$ cat src/rtl/sdf_1p_1f_split.sv
`default_nettype none
// ============================================================================
// Module      : sdf_1p_1f_split
// Description : SDF actor with a 1:RATE rate. It pops one token from an
//               upstream FWFT FIFO and pushes RATE tokens downstream. The
//               tokens sum exactly to the input token. Tokens 0..RATE-2 carry
//               the equal share. The last token carries the share plus the
//               remainder.
//               Optional macro SDF_SPLIT_SIGNED_EN selects two's-complement
//               tokens, which use a floor arithmetic shift for the share.
//               When the macro is undefined, tokens are unsigned and use a
//               logical shift.
// Revision    : 1.0 - initial release
// ============================================================================
module sdf_1p_1f_split #(
  parameter int WIDTH     = 32,
  parameter int RATE      = 4,
  parameter int LOG2_RATE = 2
) (
  input  logic             ck,
  input  logic             rst,        // asynchronous, active-low
  input  logic [WIDTH-1:0] in0_data,
  input  logic             in0_empty,
  output logic             in0_rd,
  input  logic             out0_full,
  output logic             out0_wr,
  output logic [WIDTH-1:0] out0_data
);

  localparam logic [0:0]           c_IDLE = 1'b0;
  localparam logic [0:0]           c_EMIT = 1'b1;
  localparam logic [LOG2_RATE-1:0] c_LAST = LOG2_RATE'(RATE - 1);

  logic [0:0]           r_state;
  logic [LOG2_RATE-1:0] r_cnt;
  logic [WIDTH-1:0]     r_hold;

  logic [0:0]           w_nstate;
  logic [LOG2_RATE-1:0] w_ncnt;
  logic [WIDTH-1:0]     w_nhold;
  logic                 w_rd;
  logic                 w_wr;
  logic [WIDTH-1:0]     w_data;
  logic [WIDTH-1:0]     w_share;
  logic [WIDTH-1:0]     w_rem;

  // Remainder is the bits shifted out of the share. It is always non-negative.
  assign w_rem = {{(WIDTH-LOG2_RATE){1'b0}}, r_hold[LOG2_RATE-1:0]};

`ifdef SDF_SPLIT_SIGNED_EN
  logic signed [WIDTH-1:0] w_hold_s;
  assign w_hold_s = r_hold;
  // Floor division by RATE. Adding the non-negative remainder restores hold.
  assign w_share  = w_hold_s >>> LOG2_RATE;
`else
  assign w_share  = r_hold >> LOG2_RATE;
`endif

  // Next-state and handshake decode.
  // A pop on the last token of a burst reloads hold with no idle bubble.
  always_comb begin
    w_nstate = r_state;
    w_ncnt   = r_cnt;
    w_nhold  = r_hold;
    w_rd     = 1'b0;
    w_wr     = 1'b0;
    w_data   = '0;
    case (r_state)
      c_IDLE: begin
        if (!in0_empty) begin
          w_rd     = 1'b1;
          w_nhold  = in0_data;
          w_ncnt   = '0;
          w_nstate = c_EMIT;
        end
      end
      c_EMIT: begin
        if (!out0_full) begin
          w_wr = 1'b1;
          if (r_cnt != c_LAST) begin
            w_data = w_share;
            w_ncnt = r_cnt + 1'b1;
          end else begin
            w_data = w_share + w_rem;
            w_ncnt = '0;
            if (!in0_empty) begin
              w_rd    = 1'b1;
              w_nhold = in0_data;
            end else begin
              w_nstate = c_IDLE;
            end
          end
        end
      end
      default: begin
        w_nstate = c_IDLE;
      end
    endcase
  end

  // Outputs are forced low as soon as reset asserts, without waiting for a clock edge.
  assign in0_rd    = rst & w_rd;
  assign out0_wr   = rst & w_wr;
  assign out0_data = rst ? w_data : '0;

  // State, burst counter and held token. An asynchronous reset discards any partial burst.
  always_ff @(posedge ck or negedge rst) begin
    if (!rst) begin
      r_state <= c_IDLE;
      r_cnt   <= '0;
      r_hold  <= '0;
    end else begin
      r_state <= w_nstate;
      r_cnt   <= w_ncnt;
      r_hold  <= w_nhold;
    end
  end

endmodule
`default_nettype wire
$ cat config.mk
export PLATFORM = sky130hd
export DESIGN_NAME = sdf_1p_1f_split
export DESIGN_NICKNAME = d
export VERILOG_FILES = /design/src/rtl/sdf_1p_1f_split.sv
export SDC_FILE = /design/constraint.sdc
export NUM_CORES = 1
export LEC_CHECK = 0
export BUFFER_PORTS_ARGS = -buffer_cell sky130_fd_sc_hd__clkbuf_2
export CORE_ASPECT_RATIO = 0.8
export CORE_UTILIZATION = 47
export CTS_BUF_LIST = sky130_fd_sc_hd__clkbuf_4
export CTS_CLUSTER_DIAMETER = 200
export DETAILED_ROUTE_END_ITERATION = 16
export HOLD_SLACK_MARGIN = 0.12
export PLACE_DENSITY = 0.75
export SYNTH_ARGS = -nofsm -noshare
export SYNTH_HDL_FRONTEND = slang
export SYNTH_SLANG_ARGS = --single-unit
$ cat constraint.sdc
create_clock -name ck -period 3.6 [get_ports ck]
set_input_delay 0.36 -clock ck [delete_from_list [all_inputs] [get_ports ck]]
set_output_delay 0.36 -clock ck [all_outputs]
set_load 0.005 [all_outputs]
* Word level (Yosys, flattened, before mapping) *
Index checks and enable logic that the tools add are counted.

storage, ports and cells
  word-level logic and storage cells = 35
  bits in registers = 35
  memory bits (writable) = 0
  input bits = 36
  output and inout bits = 34
  memories kept = 0
  latch bits = 0
  ROM bits = 0

operators by class
  $mul = 0
  equality and inequality tests = 4
  bitwise gates (word level) = 3
  reductions and logical operators = 2
  shift-type cells = 0
  add/subtract/negate cells = 2
  divide/modulo/power cells = 0
  magnitude comparators = 0
  mux-type cells = 21

operators by type and width
  kind                   count
  $mux W32               5
  $pmux W32 S2           1
  $mux W31               2
  $add A30 B2 Y31        1
  $ne A2 B2 Y1 const B   4
  $mux W1                7
  $mux W2                3
  $pmux W1 S2            2
  $pmux W2 S2            1
  $reduce_and A2 Y1      2
  $add A2 B1 Y2 const B  1
  $and A1 B1 Y1          2
  $not A1 Y1             1

* Depth between registers and ports, before layout *
Gate-level depths: netlist (run 1).

  depth in word-level cells = 5
  gate-level depth with buffers = 8
  mapped depth without buffers = 7

* Worst setup path before layout (run 1) *
Ideal clock, no wire load.

  path type = flip-flop to output port
  start = reg r_hold[2]
  end = out out0_data[24]
  path buffers = 2
  cell stages (with the launch flop) = 9
  data required time = 3.240 ns
  slack = 0.903 ns
  data arrival time = 2.337 ns
  cells stage by stage = dfrtp_1 ha_1 inv_1 fa_1 clkbuf_1 or4_1 buf_2 or4_1 a21oi_1

on the way
  word-level cells in the longest chain between the ends = 5

ends and longest elaborated chain
  item                    line  RTL
  from (decl)             36    logic [WIDTH-1:0] r_hold;
  from (signal assigned)  115   r_hold <= w_nhold;
  $add A30 B2 Y31         84    w_data = w_share + w_rem;
  $mux W31                80    if (r_cnt != c_LAST) begin
  $mux W31                78    if (!out0_full) begin
  $mux W32                68    case (r_state)
  $mux W32                104   assign out0_data = rst ? w_data : '0;
  to (decl)               27    output logic [WIDTH-1:0] out0_data

Every way passes these cells.

* Worst setup path after layout (run 1) *
  start = reg r_hold[2]
  end = out out0_data[26]

The elaborated chain is that of the path after synthesis.

==> results of run 1 <==
-- state kept, by name (all words and copies together) (netlist names) --
signal	flops
r_state	1
r_cnt	2
r_hold	32
-- per-stage QoR --
| stage | power, uW | cell area, um^2 | worst slack, ns |
|---|---|---|---|
| floorplan | 1380 | 2320 | 0.903 |
| global placement | 1580 | 2670 | 0.735 |
| detailed placement | 1620 | 2670 | 0.653 |
| CTS | 1840 | 2730 | 0.239 |
| global route | 1990 | 2730 | 0.0556 |
| finish | 1830 | 2730 | 0.286 |
-- routing by layer --
metal  track usage  up-vias  wire (um)  part of all wire
met5             0        -          0                 0
met4        0.0938        0         94             0.018
met3        0.0465        8        285             0.054
met2         0.345       60       2400              0.46
met1         0.307      992       2490              0.47
li1              -      981          -                 -
-- cell usage in the layout (no fill, tap or decap), drive strengths merged, types with 4 or more instances in the layout --
cell / instances
a21oi: 17
inv: 6
o21ai: 9
clkbuf: 74
nand2: 16
or4: 11
o31ai: 9
xnor2: 7
dfrtp: 35
mux2i: 5
or3: 5
nor4: 4
mux2: 33
nor2: 12
and3: 4
nand4: 11
nand3: 7
-- cells by family after synthesis --
group / synth area share
muxes: 0.182
AOI/OAI and AO/OA: 0.0940
buffers and inverters: 0.0540
adders and majority gates: 0.0249
xor gates and xnor gates: 0.0340
other: 0.00162
DFF: 0.378
and+or+nand+nor: 0.231
-- worst paths after layout --
kind                           start             to  slack [ns]  depth (start not counted)
min reg2reg                r_hold[0]      r_hold[0]        0.54                          1
max in group asynchronous        rst     r_hold[27]        2.68                          3
max reg2reg                 r_cnt[0]     r_hold[17]        1.11                          6
min                        in0_empty        r_state        0.21                          2
min in group asynchronous        rst        r_state        0.59                          3
max                        r_hold[2]  out0_data[26]        0.29                          7
-- layout make-up --
cell class	instances	area, um^2	area share
Clock buffer	6	45.0	0.0165
Clock inverter	2	7.51	0.00275
Inverter	7	26.3	0.00962
Multi-Input combinational cell	176	1320	0.482
Sequential cell	35	876	0.321
Tap cell	60	75.1	0.0275
Timing Repair Buffer	72	385	0.141
-- timing repair --
action | 4_1_cts | 5_1_grt
setup endpoints to repair | 0 | 0
hold buffers | 1 | 0
gates resized for setup | 0 | 0
setup buffers | 0 | 0
hold endpoints to repair | 35 | 0
-- power by group through the flow --
stage / clock network (uW) / logic (uW) / registers [uW]
after floorplan: 0 / 602 / 779
after global placement: 0 / 733 / 850
after detailed placement: 0 / 757 / 863
after CTS: 226 / 761 / 855
after global routing: 240 / 842 / 907
final: 216 / 747 / 864
-- critical path: cells and delay by family, from the launching register on --
kind            cells  cell delay, ns
fa+ha+maj           2            0.72
simple gates        2            1.13
compound gates      1            0.16
flops               1            0.37
buf+inv             2            0.20
==> impl_metrics.csv, run 1 <==
group,metric,value,unit
timing,worst_pin_slew,0.669,ns
pwr,power.combinational.fraction,0.409,
timing,finalSetupTns,0,ns
global_routing,grt_first_pass_wirelength,8860,um
clocking,htreeDepth,2,
global_routing,grt_max_degree,37,
placed_design,place.detailed.hpwl,3840,um
cells_and_area,areaGrowthSynthToFinish,18.0,%
cells_and_area,drive_above_1_share,0.403,
clocking,worst_skew_pair.late_latency,0.36,ns
timing,final-max-slew-violation-count,0,
floorplan,initial_core_util,0.498,
route,ant_nets,0,
pwr,ir_drop,0.334,mV
status,status,"finished, final reports clean",
synthesis,synthesis.instances,234,
global_routing,gr-usage-all-layers,0.225,
pwr,p_int,1080,uW
floorplan,floorplan.io_pins,70,
placed_design,dpl.cell_count,349,
critical_path,timing.critical_path.cells,"ha_1 -> inv_1 -> fa_1 -> or4_1 -> or4_1 -> a21oi_1 -> clkbuf_2",
timing,finalHoldViolCount,0,
synthesis,yosys_most_used_dff,"dfrtp_1",
worst_hold_path,min_delay_worst_type,"in2reg",
critical_path,worst_setup_path_start_kind,"register",
route,drt_iter0_drc,130,
timing,rsz0062_at_grt,"no",
cells_and_area,final_core_utilization,0.587,
synthesis,synth_top_area_frac,0.378,
route,drt_drc_violations_left,0,
synthesis,number_of_different_library_cells_in_the_post_synthesis_netlist,44,
cells_and_area,nets,337,
pwr,power.density,669,mW/mm^2
route,route.vias.total,2041,
run,number_of_max_cap_violations,0,
clocking,cts.reportedPaths.clkPinSlew,0.10,ns
synthesis,synth_async_sr_flop_share,1.00,
critical_path,crit_required,3.24,ns
critical_path,arrival,2.95,ns
route,routedWlPerCell,14.7,um
route,vias_per_cell,5.70,
global_routing,grt_pass1_vias,1895,
floorplan,area_of_the_core,0.00465,mm^2
global_routing,grt_overflow_total,0,
critical_path,crit_path_end_kind,"primary output",
floorplan,die_area,0.00521,mm^2
timing,fin_worst_hold_slack,0.212,ns
global_routing,antenna_found_initial,0,
route,postRouteWirelength,5270,um
critical_path,critical-path-max-stage-delay,0.69,ns
cells_and_area,layout.filler_cells,429,
synthesis,seq_area_frac_synth,0.378,
timing,slew_headroom,0.553,
synthesis,dominant_cell_type_by_area_after_synthesis,"dfrtp_1",
timing,skew,0.00441,ns
critical_path,cp_slowest_cell,"or4_1",
floorplan,core.rowCount,22,
timing,timing.final.crit_period,3.31,ns
critical_path,critical_path_class,"reg2out",
floorplan,fp.dieW,80.5,um
critical_path,max_fo_critical_path,9,
synthesis,syn_area_per_cell,9.90,um^2
cells_and_area,finalNonFillerCells,358,
clocking,max-clock-path-buffers,2,
timing,clock.fmax,302,MHz
placed_design,place.gp.congestion,0.796,
clocking,cts.root.buffer_cell,"clkbuf_4",
cells_and_area,insertedDiodeCount,0,
timing,post-route-period-util,0.920,
synthesis,post_synth_main_area_contributors,"dfrtp_1 (38%), mux2_2 (16%), or4_1 (3.6%)",
synthesis,yosys.cell_count.top_type,"dfrtp_1",
synthesis,post_synthesis_sequential_element_count,35,
pwr,sw_ratio,0.408,
clocking,clock-sinks,35,
pwr,netSwitchingPower,746,uW
synthesis,synth.cell_area,0.00232,mm^2
pwr,leakage,0.00119,uW
critical_path,cp_common_cell,"or4_1",
floorplan,die_h,64.8,um
clocking,total_cts_buffers,5,
route,detailedRoute.firstPassIterationCount,4,
synthesis,synth_enable_flop_cells,0,
pwr,power.share.clock,0.118,
synthesis,postSynthNetCount,274,
synthesis,synth.cells.most_frequent,"dfrtp_1 (35), mux2_2 (33), a21oi_1 (16), nand2_1 (16), nor2_1 (12)",
pwr,p_seq_frac,0.473,
synthesis,synthesis_warning_total,0,
timing,setup_violations,0,
clocking,cts_tree,"done",
placed_design,placement.io_buffers,68,
No activity file was read; power rests on OpenSTA's default activity.
==> run 2: changes to the inputs <==
CORE_UTILIZATION = 45   (was 47)
PLACE_DENSITY = 0.72   (was 0.75)
==> impl_metrics.csv, run 2 (synthesis gave the netlist of run 1 again) <==
group,metric,value,unit
status,status,"finished, final reports clean",
clocking,cts.reportedPaths.clkPinSlew,0.11,ns
cells_and_area,layout.filler_cells,439,
run,number_of_max_cap_violations,0,
cells_and_area,nets,336,
clocking,total_cts_buffers,5,
floorplan,core.rowCount,22,
cells_and_area,areaGrowthSynthToFinish,17.1,%
cells_and_area,top_register,"r_hold",
cells_and_area,biggestRegsByFlops,"r_hold x32, r_cnt x2, r_state x1",
placed_design,placement.io_buffers,68,
critical_path,crit_required,3.24,ns
global_routing,grt_first_pass_wirelength,8600,um
timing,post-route-period-util,0.944,
clocking,cts.root.buffer_cell,"clkbuf_4",
cells_and_area,layout.cells.most_common,"clkbuf_2",
cells_and_area,insertedDiodeCount,0,
pwr,ir_drop,0.363,mV
timing,finalSetupTns,0,ns
floorplan,die_h,66.2,um
global_routing,grt_max_degree,37,
route,postRouteWirelength,5170,um
cells_and_area,fin_area,0.00271,mm^2
global_routing,antenna_found_initial,0,
clocking,clock-sinks,35,
timing,clock.fmax,294,MHz
critical_path,worst_setup_path_start_kind,"register",
route,drt_iter0_drc,103,
global_routing,gr-usage-all-layers,0.209,
floorplan,fp.dieW,82.2,um
clocking,htreeDepth,2,
pwr,leakage,0.00118,uW
placed_design,place.gp.congestion,0.775,
route,route.vias.total,2017,
floorplan,area_of_the_core,0.00476,mm^2
worst_hold_path,min_delay_worst_type,"in2reg",
floorplan,initial_core_util,0.486,
critical_path,max_fo_critical_path,9,
cells_and_area,largest_reg_flops,32,
clocking,cts_setup_buffers,0,
timing,setup_violations,0,
route,detailedRoute.firstPassIterationCount,5,
route,drt_drc_violations_left,0,
global_routing,grt_overflow_total,0,
global_routing,grt_pass1_vias,1873,
cells_and_area,drive_above_1_share,0.401,
route,vias_per_cell,5.65,
cells_and_area,layout_common_cells,"clkbuf_2 (68), dfrtp_1 (35), mux2_2 (33)",
floorplan,die_area,0.00544,mm^2
clocking,max-clock-path-buffers,2,
critical_path,crit_path_end_kind,"primary output",
pwr,power.density,666,mW/mm^2
route,ant_nets,0,
critical_path,arrival,3.04,ns
timing,final-max-slew-violation-count,0,
timing,slew_headroom,0.516,
timing,skew,0.00348,ns
critical_path,critical_path_class,"reg2out",
clocking,worst_skew_pair.late_latency,0.33,ns
placed_design,place.detailed.hpwl,3810,um
timing,rsz0062_at_grt,"no",
timing,worst_pin_slew,0.724,ns
floorplan,floorplan.io_pins,70,
placed_design,placement.cell_area,0.00265,mm^2
route,routedWlPerCell,14.5,um
timing,finalHoldViolCount,0,
timing,timing.final.crit_period,3.40,ns
clocking,cts_tree,"done",
## run 2: changes by cell type in the layout (fill, tap and decap cells not counted)
cell / delta
buf_12: -1
## run 2: worst paths after layout
kind                            from             to  slack [ns]  cells past startpoint
min reg2reg                r_hold[0]      r_hold[0]        0.54                      1
min                        in0_empty        r_state        0.23                      2
max                        r_hold[2]  out0_data[28]        0.20                      7
max reg2reg                 r_cnt[0]     r_hold[12]        1.08                      6
min in group asynchronous        rst      r_hold[3]        0.62                      3
max in group asynchronous        rst     r_hold[21]        2.66                      3
## run 2: what timing repair did
item	in CTS	in global routing
setup endpoints to repair	0	0
endpoints found under the hold margin	35	0
hold buffers	1	0
gates resized for setup	0	0
## run 2: layout make-up
class / count / area [um^2] / share of cell area
Multi-Input combinational cell: 176 / 1320 / 0.486
Sequential cell: 35 / 876 / 0.323
Timing Repair Buffer: 71 / 365 / 0.135
Tap cell: 60 / 75.1 / 0.0277
Clock buffer: 6 / 45.0 / 0.0166
Inverter: 7 / 26.3 / 0.00969
Clock inverter: 2 / 7.51 / 0.00277
## run 2: power by group
part,switching (uW),internal [uW]
Combinational,331,406
Sequential,271,590
Clock,130,79.9
## run 2: metrics by stage
step / setup WS [ns] / std cells / util / hold WS [ns] / power (uW)
finish: 0.202 / 357 / 0.570 / 0.233 / 1810
global route: 0.0357 / 357 / 0.570 / 0.224 / 1970
CTS: 0.157 / 357 / 0.570 / 0.214 / 1820
detailed placement: 0.593 / 348 / 0.556 / 0.458 / 1610
global placement: 0.640 / 348 / 0.556 / 0.453 / 1570
floorplan: 0.903 / 234 / - / 0.0644 / 1380
## run 2: worst max-delay path, stage by stage, from the launching register on
cell      delay [ns]
dfrtp_1         0.38
ha_1            0.23
inv_1           0.07
fa_1            0.51
or4_1           0.71
or4_1           0.45
a21oi_1         0.19
clkbuf_2        0.15
## run 2: per-layer routing
layer | up-vias | part of all wire | global-route usage
met4 | 0 | 0.0089 | 0.0526
met2 | 75 | 0.45 | 0.326
met5 | - | 0 | 0
met1 | 952 | 0.47 | 0.284
met3 | 6 | 0.071 | 0.0579
li1 | 984 | - | -
